`config.mk`:
```
export PLATFORM = sky130hd
export DESIGN_NAME = fu_sequencer
export DESIGN_NICKNAME = d
export VERILOG_FILES = /design/src/rtl/fu_seq_pkg.sv /design/src/rtl/fu_seq_fifo.sv /design/src/rtl/fu_sequencer.sv
export SDC_FILE = /design/constraint.sdc
export NUM_CORES = 1
export LEC_CHECK = 0
export CORE_MARGIN = 3
export CORE_UTILIZATION = 30
export DETAILED_ROUTE_END_ITERATION = 16
export GPL_ROUTABILITY_DRIVEN = 1
export HOLD_SLACK_MARGIN = 0.12
export PLACE_DENSITY = 0.6
export REMOVE_ABC_BUFFERS = 1
export SLEW_MARGIN = 0
export SYNTH_ARGS = -nofsm -noshare
export SYNTH_HDL_FRONTEND = slang
export SYNTH_SLANG_ARGS = --single-unit
```
`constraint.sdc`:
```
create_clock -name clk -period 2.35 [get_ports clk]
set_input_delay 0.47 -clock clk [delete_from_list [all_inputs] [get_ports clk]]
set_output_delay 0.47 -clock clk [all_outputs]
set_load 0.01 [all_outputs]
```
`src/rtl/fu_seq_pkg.sv`:
```
// fu_sequencer shared definitions: opcodes, in_word fields, FSM states.
// Optional feature macro: FU_SEQ_ZERO_FLAG_EN (see fu_sequencer.sv).
package fu_seq_pkg;

   localparam int WORD_W = 9;
   localparam int DATA_W = 8;
   localparam int OP_W   = 3;
   localparam int REG_W  = 2;
   localparam int NREGS  = 4;

   localparam logic [OP_W-1:0] OP_ADD     = 3'b000;
   localparam logic [OP_W-1:0] OP_ADDNB   = 3'b001;
   localparam logic [OP_W-1:0] OP_AND     = 3'b010;
   localparam logic [OP_W-1:0] OP_OR      = 3'b011;
   localparam logic [OP_W-1:0] OP_XOR     = 3'b100;
   localparam logic [OP_W-1:0] OP_SHR_ADD = 3'b101;
   localparam logic [OP_W-1:0] OP_ROR_ADD = 3'b110;
   localparam logic [OP_W-1:0] OP_ROL_ADD = 3'b111;

   localparam int OP_MSB = 8;
   localparam int OP_LSB = 6;
   localparam int RD_MSB = 5;
   localparam int RD_LSB = 4;
   localparam int RA_MSB = 3;
   localparam int RA_LSB = 2;
   localparam int RB_MSB = 1;
   localparam int RB_LSB = 0;

   typedef enum logic [1:0] {
      ST_IDLE = 2'd0,
      ST_EXEC = 2'd1,
      ST_WB   = 2'd2
   } state_t;

   function automatic logic [OP_W-1:0] word_op(input logic [WORD_W-1:0] w);
      return w[OP_MSB:OP_LSB];
   endfunction

   function automatic logic [REG_W-1:0] word_rd(input logic [WORD_W-1:0] w);
      return w[RD_MSB:RD_LSB];
   endfunction

   function automatic logic [REG_W-1:0] word_ra(input logic [WORD_W-1:0] w);
      return w[RA_MSB:RA_LSB];
   endfunction

   function automatic logic [REG_W-1:0] word_rb(input logic [WORD_W-1:0] w);
      return w[RB_MSB:RB_LSB];
   endfunction

endpackage

```
`src/rtl/fu_seq_fifo.sv`:
```
// Synchronous instruction FIFO, DEPTH (power of two) x WIDTH.
// Pushes while full and pops while empty are ignored.
module fu_seq_fifo #(
   parameter int DEPTH = 4,
   parameter int WIDTH = 9
) (
   input  logic             clk,
   input  logic             rst_n,
   input  logic             push,
   input  logic [WIDTH-1:0] din,
   input  logic             pop,
   output logic [WIDTH-1:0] dout,
   output logic             full,
   output logic             empty
);

   localparam int AW = $clog2(DEPTH);

   logic [WIDTH-1:0] mem [DEPTH];
   logic [AW-1:0]    wptr;
   logic [AW-1:0]    rptr;
   logic [AW:0]      count;
   logic             do_push;
   logic             do_pop;

   assign full    = (count == (AW+1)'(DEPTH));
   assign empty   = (count == '0);
   assign do_push = push && !full;
   assign do_pop  = pop && !empty;
   assign dout    = mem[rptr];

   // Storage array; contents are don't-care while the slot is not counted.
   always_ff @(posedge clk) begin
      if (do_push) mem[wptr] <= din;
   end

   // Pointers wrap naturally at the power-of-two depth; count tracks occupancy.
   always_ff @(posedge clk or negedge rst_n) begin
      if (!rst_n) begin
         wptr  <= '0;
         rptr  <= '0;
         count <= '0;
      end else begin
         if (do_push) wptr <= wptr + 1'b1;
         if (do_pop)  rptr <= rptr + 1'b1;
         unique case ({do_push, do_pop})
            2'b10:   count <= count + 1'b1;
            2'b01:   count <= count - 1'b1;
            default: count <= count;
         endcase
      end
   end

endmodule

```
`src/rtl/fu_sequencer.sv`:
```
// Issue controller for the 8-bit functional unit: FIFO, 4x8 regfile, IDLE/EXEC/WB.
// Define FU_SEQ_ZERO_FLAG_EN to add the registered zero_flag output.
module fu_sequencer
   import fu_seq_pkg::*;
#(
   parameter int DEPTH = 4
) (
   input  logic              clk,
   input  logic              rst_n,
   input  logic              in_valid,
   input  logic [WORD_W-1:0] in_word,
   output logic              in_ready,
   input  logic              load_valid,
   input  logic [REG_W-1:0]  load_addr,
   input  logic [DATA_W-1:0] load_data,
   output logic              load_ready,
   output logic [OP_W-1:0]   fu_instruction,
   output logic [DATA_W-1:0] fu_a,
   output logic [DATA_W-1:0] fu_b,
   input  logic [DATA_W-1:0] fu_f,
   output logic              result_valid,
   output logic [REG_W-1:0]  result_addr,
   output logic [DATA_W-1:0] result_data,
`ifdef FU_SEQ_ZERO_FLAG_EN
   output logic              busy,
   output logic              zero_flag
`else
   output logic              busy
`endif
);

   state_t            state_q;
   state_t            state_d;
   logic [DATA_W-1:0] rf [NREGS];
   logic [REG_W-1:0]  rd_q;
   logic [WORD_W-1:0] head;
   logic              fifo_full;
   logic              fifo_empty;
   logic              pop;
   logic              ld_we;

   fu_seq_fifo #(
      .DEPTH (DEPTH),
      .WIDTH (WORD_W)
   ) u_fifo (
      .clk   (clk),
      .rst_n (rst_n),
      .push  (in_valid),
      .din   (in_word),
      .pop   (pop),
      .dout  (head),
      .full  (fifo_full),
      .empty (fifo_empty)
   );

   assign in_ready    = !fifo_full;
   assign load_ready  = (state_q == ST_IDLE);
   assign busy        = (state_q != ST_IDLE) || !fifo_empty;
   assign result_addr = rd_q;

   // State register.
   always_ff @(posedge clk or negedge rst_n) begin
      if (!rst_n) state_q <= ST_IDLE;
      else        state_q <= state_d;
   end

   // Next state and control: a load in IDLE wins over popping the FIFO.
   always_comb begin
      state_d = state_q;
      pop     = 1'b0;
      ld_we   = 1'b0;
      unique case (state_q)
         ST_IDLE: begin
            if (load_valid) begin
               ld_we = 1'b1;
            end else if (!fifo_empty) begin
               pop     = 1'b1;
               state_d = ST_EXEC;
            end
         end
         ST_EXEC: state_d = ST_WB;
         ST_WB:   state_d = ST_IDLE;
         default: state_d = ST_IDLE;
      endcase
   end

   // Register file: direct loads in IDLE, result writeback in WB.
   always_ff @(posedge clk or negedge rst_n) begin
      if (!rst_n) begin
         for (int i = 0; i < NREGS; i++) rf[i] <= '0;
      end else if (ld_we) begin
         rf[load_addr] <= load_data;
      end else if (state_q == ST_WB) begin
         rf[rd_q] <= result_data;
      end
   end

   // Operand capture on pop; FU inputs stay frozen through EXEC and WB.
   always_ff @(posedge clk or negedge rst_n) begin
      if (!rst_n) begin
         fu_instruction <= '0;
         fu_a           <= '0;
         fu_b           <= '0;
         rd_q           <= '0;
      end else if (pop) begin
         fu_instruction <= word_op(head);
         fu_a           <= rf[word_ra(head)];
         fu_b           <= rf[word_rb(head)];
         rd_q           <= word_rd(head);
      end
   end

   // Result capture in EXEC and the one-cycle writeback pulse after WB.
   always_ff @(posedge clk or negedge rst_n) begin
      if (!rst_n) begin
         result_data  <= '0;
         result_valid <= 1'b0;
      end else begin
         if (state_q == ST_EXEC) result_data <= fu_f;
         result_valid <= (state_q == ST_WB);
      end
   end

`ifdef FU_SEQ_ZERO_FLAG_EN
   // Zero flag tracks the most recent writeback value.
   always_ff @(posedge clk or negedge rst_n) begin
      if (!rst_n)                 zero_flag <= 1'b0;
      else if (state_q == ST_WB)  zero_flag <= (result_data == '0);
   end
`endif

endmodule
```
==> impl_metrics.csv, run 1 <==
group,metric,value,unit
clocking,clkLatencyLatePin,0.35,ns
power,p_leak,2.72,nW
critical_path,r2r_slack,0.21,ns
global_route,grt_max_degree,26,
synthesis,async_flop_share,0.664,
critical_path,worstPathRequired,1.88,ns
placement,numPortBuffers,63,
worst_hold_path,worstHoldPathType,"register to register",
placement,dp_hpwl,9.64,mm
clocking,cts_made_buffers,9,
power,p_seq_frac,0.378,
global_route,grt_pass1_wl,20.4,mm
route,vias,3567,
outcome,status,"finished clean",
sta,finalHoldViolations,0,
floorplanning,die_y,139,µm
critical_path,start_kind,"register",
floorplanning,num_io_pins,64,
clocking,cts_resized,0,
layout,fin_util,0.393,
power,p_per_area,1290,mW/mm²
route,wl_met1,6.16,mm
sta,finalSetupViolCount,0,
sta,timing.final.ws_setup,0.0959,ns
synthesis,yosysWarnings,0,
synthesis,ys_ff_latch,107,
sta,final.setup_skew,0.0101,ns
layout,drive_gt1_frac,0.219,
route,highest_layer,"met4",
job,max-cap-violations,0,
clocking,cts_root_buf,"clkbuf_16",
route,wl_per_cell,18.3,µm
synthesis,synth_area,0.00528,mm²
synthesis,ys_types,43,
clocking,clkTransAtPathRegs,0.07,ns
sta,timing.final.crit_share,0.959,
sta,period_needed,2.25,ns
sta,tightest_slew,0.517,ns
floorplanning,num_rows,47,
route,first_iter_violations,312,
power,p_int,5.50,mW
floorplanning,die_w,139,µm
route,route.met3.wl,491,µm
power,switching_share,0.359,
sta,slew_headroom,0.655,
clocking,cts_buffer_depth,2,
floorplanning,dieArea,0.0192,mm²
route,routed_wl,12.8,mm
synthesis,ys.flop_type,"dfrtp_1",
route,final_antenna_net_count,0,
critical_path,cp.arrival,1.78,ns
global_route,grt_pass1_vias,3522,
power,power_frac_clock,0.177,
global_route,overflow,0,
sta,fmax,444,MHz
clocking,cts_tree,"built",
global_route,antenna_found_initial,0,
power,combinationalPowerShare,0.445,
sta,slew_violations,0,
global_route,grt_usage,0.134,
placement,gp_congestion,0.815,
sta,rsz0062_at_grt,"no",
floorplanning,coreArea,0.0169,mm²
layout,syn2layout_area_growth,25.7,%
power,vdd_ir_drop_max,0.515,mV
layout,layout.nets,511,
clocking,h-tree-depth,3,
sta,setup-tns-final,0,ns
critical_path,crit_fanout,5,
synthesis,avgSynthCellArea,13.5,µm²
placement,dp_slack,-0.0909,ns
layout,antenna_cells,0,
synthesis,ys_seq_area_frac,0.542,
route,wl_met2,5.98,mm
clocking,numClockSinks,107,
sta,whs,0.513,ns
power,total_power,8.58,mW
route,drc,0,
power,switchingPower,3.08,mW
synthesis,synth_edf_count,36,
synthesis,netlist_instances,392,
critical_path,setup.worst_path.class,"register to output pin",
route,vias_per_cell,5.10,
floorplanning,initial_core_util,0.313,
critical_path,crit_path_end_kind,"output pin",
route,firstDrtPassIters,5,
## routing by layer
| metal | vias to the layer above | global-route usage |
|---|---|---|
| met5 | - | 0 |
| met4 | 0 | 0.0411 |
| met3 | 11 | 0.0259 |
| met2 | 87 | 0.212 |
| met1 | 1795 | 0.186 |
| li1 | 1674 | - |
## power by group through the flow
stage,clock network (mW),registers [mW],logic [mW]
finish,1.52,3.24,3.82
floorplan,0,3.24,2.16
global placement,0,3.24,3.74
global route,1.63,3.33,4.14
CTS,1.57,3.25,3.84
detailed placement,0,3.28,3.82
## kinds of logic after synthesis
family	after synthesis	share of synthesized area
buffers and inverters	38	0.0387
adder cells (fa/ha/maj)	6	0.0157
AO/OA/AOI/OAI	56	0.0797
multiplexers	96	0.219
AND/OR/NAND/NOR	83	0.0951
flip-flops	107	0.542
XOR/XNOR	6	0.00996
## synth_stat cells (3+ instances only)
| cell type | n | area [µm²] |
|---|---|---|
| mux4_2 | 3 | 67.6 |
| inv_1 | 8 | 30.0 |
| a21o_1 | 3 | 22.5 |
| xnor2_1 | 3 | 26.3 |
| o21ai_0 | 14 | 70.1 |
| mux2i_1 | 45 | 450 |
| mux4_1 | 6 | 158 |
| ha_1 | 5 | 62.6 |
| buf_2 | 6 | 30.0 |
| nor2b_1 | 3 | 18.8 |
| edfxtp_1 | 36 | 1080 |
| dfrtp_1 | 71 | 1780 |
| or3_1 | 4 | 25.0 |
| and3_1 | 5 | 31.3 |
| buf_6 | 6 | 67.6 |
| nand3_1 | 35 | 175 |
| mux2_2 | 40 | 450 |
| clkbuf_1 | 14 | 52.6 |
| and2_1 | 6 | 37.5 |
| a31oi_1 | 9 | 56.3 |
| o221ai_1 | 14 | 123 |
| nand3b_1 | 16 | 120 |
| xor2_1 | 3 | 26.3 |
| a211oi_1 | 8 | 60.1 |
| a221o_1 | 4 | 40.0 |
| nor2_1 | 5 | 18.8 |
## sequential cells by signal, summed over array words and instances (netlist names)
signal and count:
u_fifo.mem 36, state_q 2, u_fifo.wptr 2, rf 32
u_fifo.count 3, result_addr 2, fu_b 8, fu_instruction 3
fu_a 8, result_valid 1, u_fifo.rptr 2, result_data 8
## cells in the final DEF, fill, tap and decap left out, drive strengths merged, types with 2 or more instances in the layout
cell / Yosys / routed
nand3b: 16 / 16
a221o: 4 / 4
inv: 8 / 10
mux2: 42 / 42
nor2b: 3 / 3
or3b: 2 / 2
mux4: 9 / 9
edfxtp: 36 / 36
clkdlybuf4s50: 0 / 62
xor2: 3 / 3
clkinvlp: 0 / 3
and2: 6 / 6
xnor2: 3 / 3
a21o: 3 / 3
a211oi: 8 / 8
nor3: 2 / 2
o221ai: 14 / 14
ha: 5 / 5
clkbuf: 15 / 9
nor2: 6 / 6
buf: 15 / 38
or3: 4 / 4
mux2i: 45 / 45
o221a: 2 / 2
nand3: 35 / 35
and3: 5 / 5
a31oi: 9 / 9
o21ai: 14 / 14
dfrtp: 71 / 71
## critical path: stages, from the launching register on
cell and delay (ns):
dfrtp_1 0.40, or3b_1 0.40, buf_4 0.17, clkdlybuf4s50_1 0.47
## area by class of cell
cell class,count,area (µm²)
inverter,8,30.0
fill,1580,10200
clock buffer,9,225
timing repair buffer,101,951
clock inverter,7,73.8
multi-input combinational,247,2220
tap,220,275
sequential,107,2860
## worst paths after layout
check                                     to              start  cells after the start
hold / removal             fu_instruction[2]  fu_instruction[2]                      1
hold reg to reg            fu_instruction[2]  fu_instruction[2]                      1
max in group asynchronous    u_fifo.count[0]              rst_n                      3
setup / recovery                    in_ready    u_fifo.count[1]                      3
min in group asynchronous            fu_a[2]              rst_n                      2
setup reg to reg             u_fifo.count[2]    u_fifo.count[1]                      9
## per-stage QoR
stage	cell area (µm²)	instances
2_1_floorplan	5100	362
3_3_place_gp	6310	681
3_5_place_dp	6310	681
4_1_cts	6620	698
5_1_grt	6630	699
6_report	6630	699
## timing repair
action,CTS,global route
endpoints found under the setup margin,0,1
hold endpoints to repair,16,0
buffers inserted,0,1
hold buffers,1,0
Note: power is estimated with default switching activity, not from simulation.
==> inputs of run 2 (changes only) <==
ABC_CLOCK_PERIOD_IN_PS = 2350   (was default)
==> results of run 2 <==
Same layout as run 1: the final DEF is identical, and so are final timing and power.
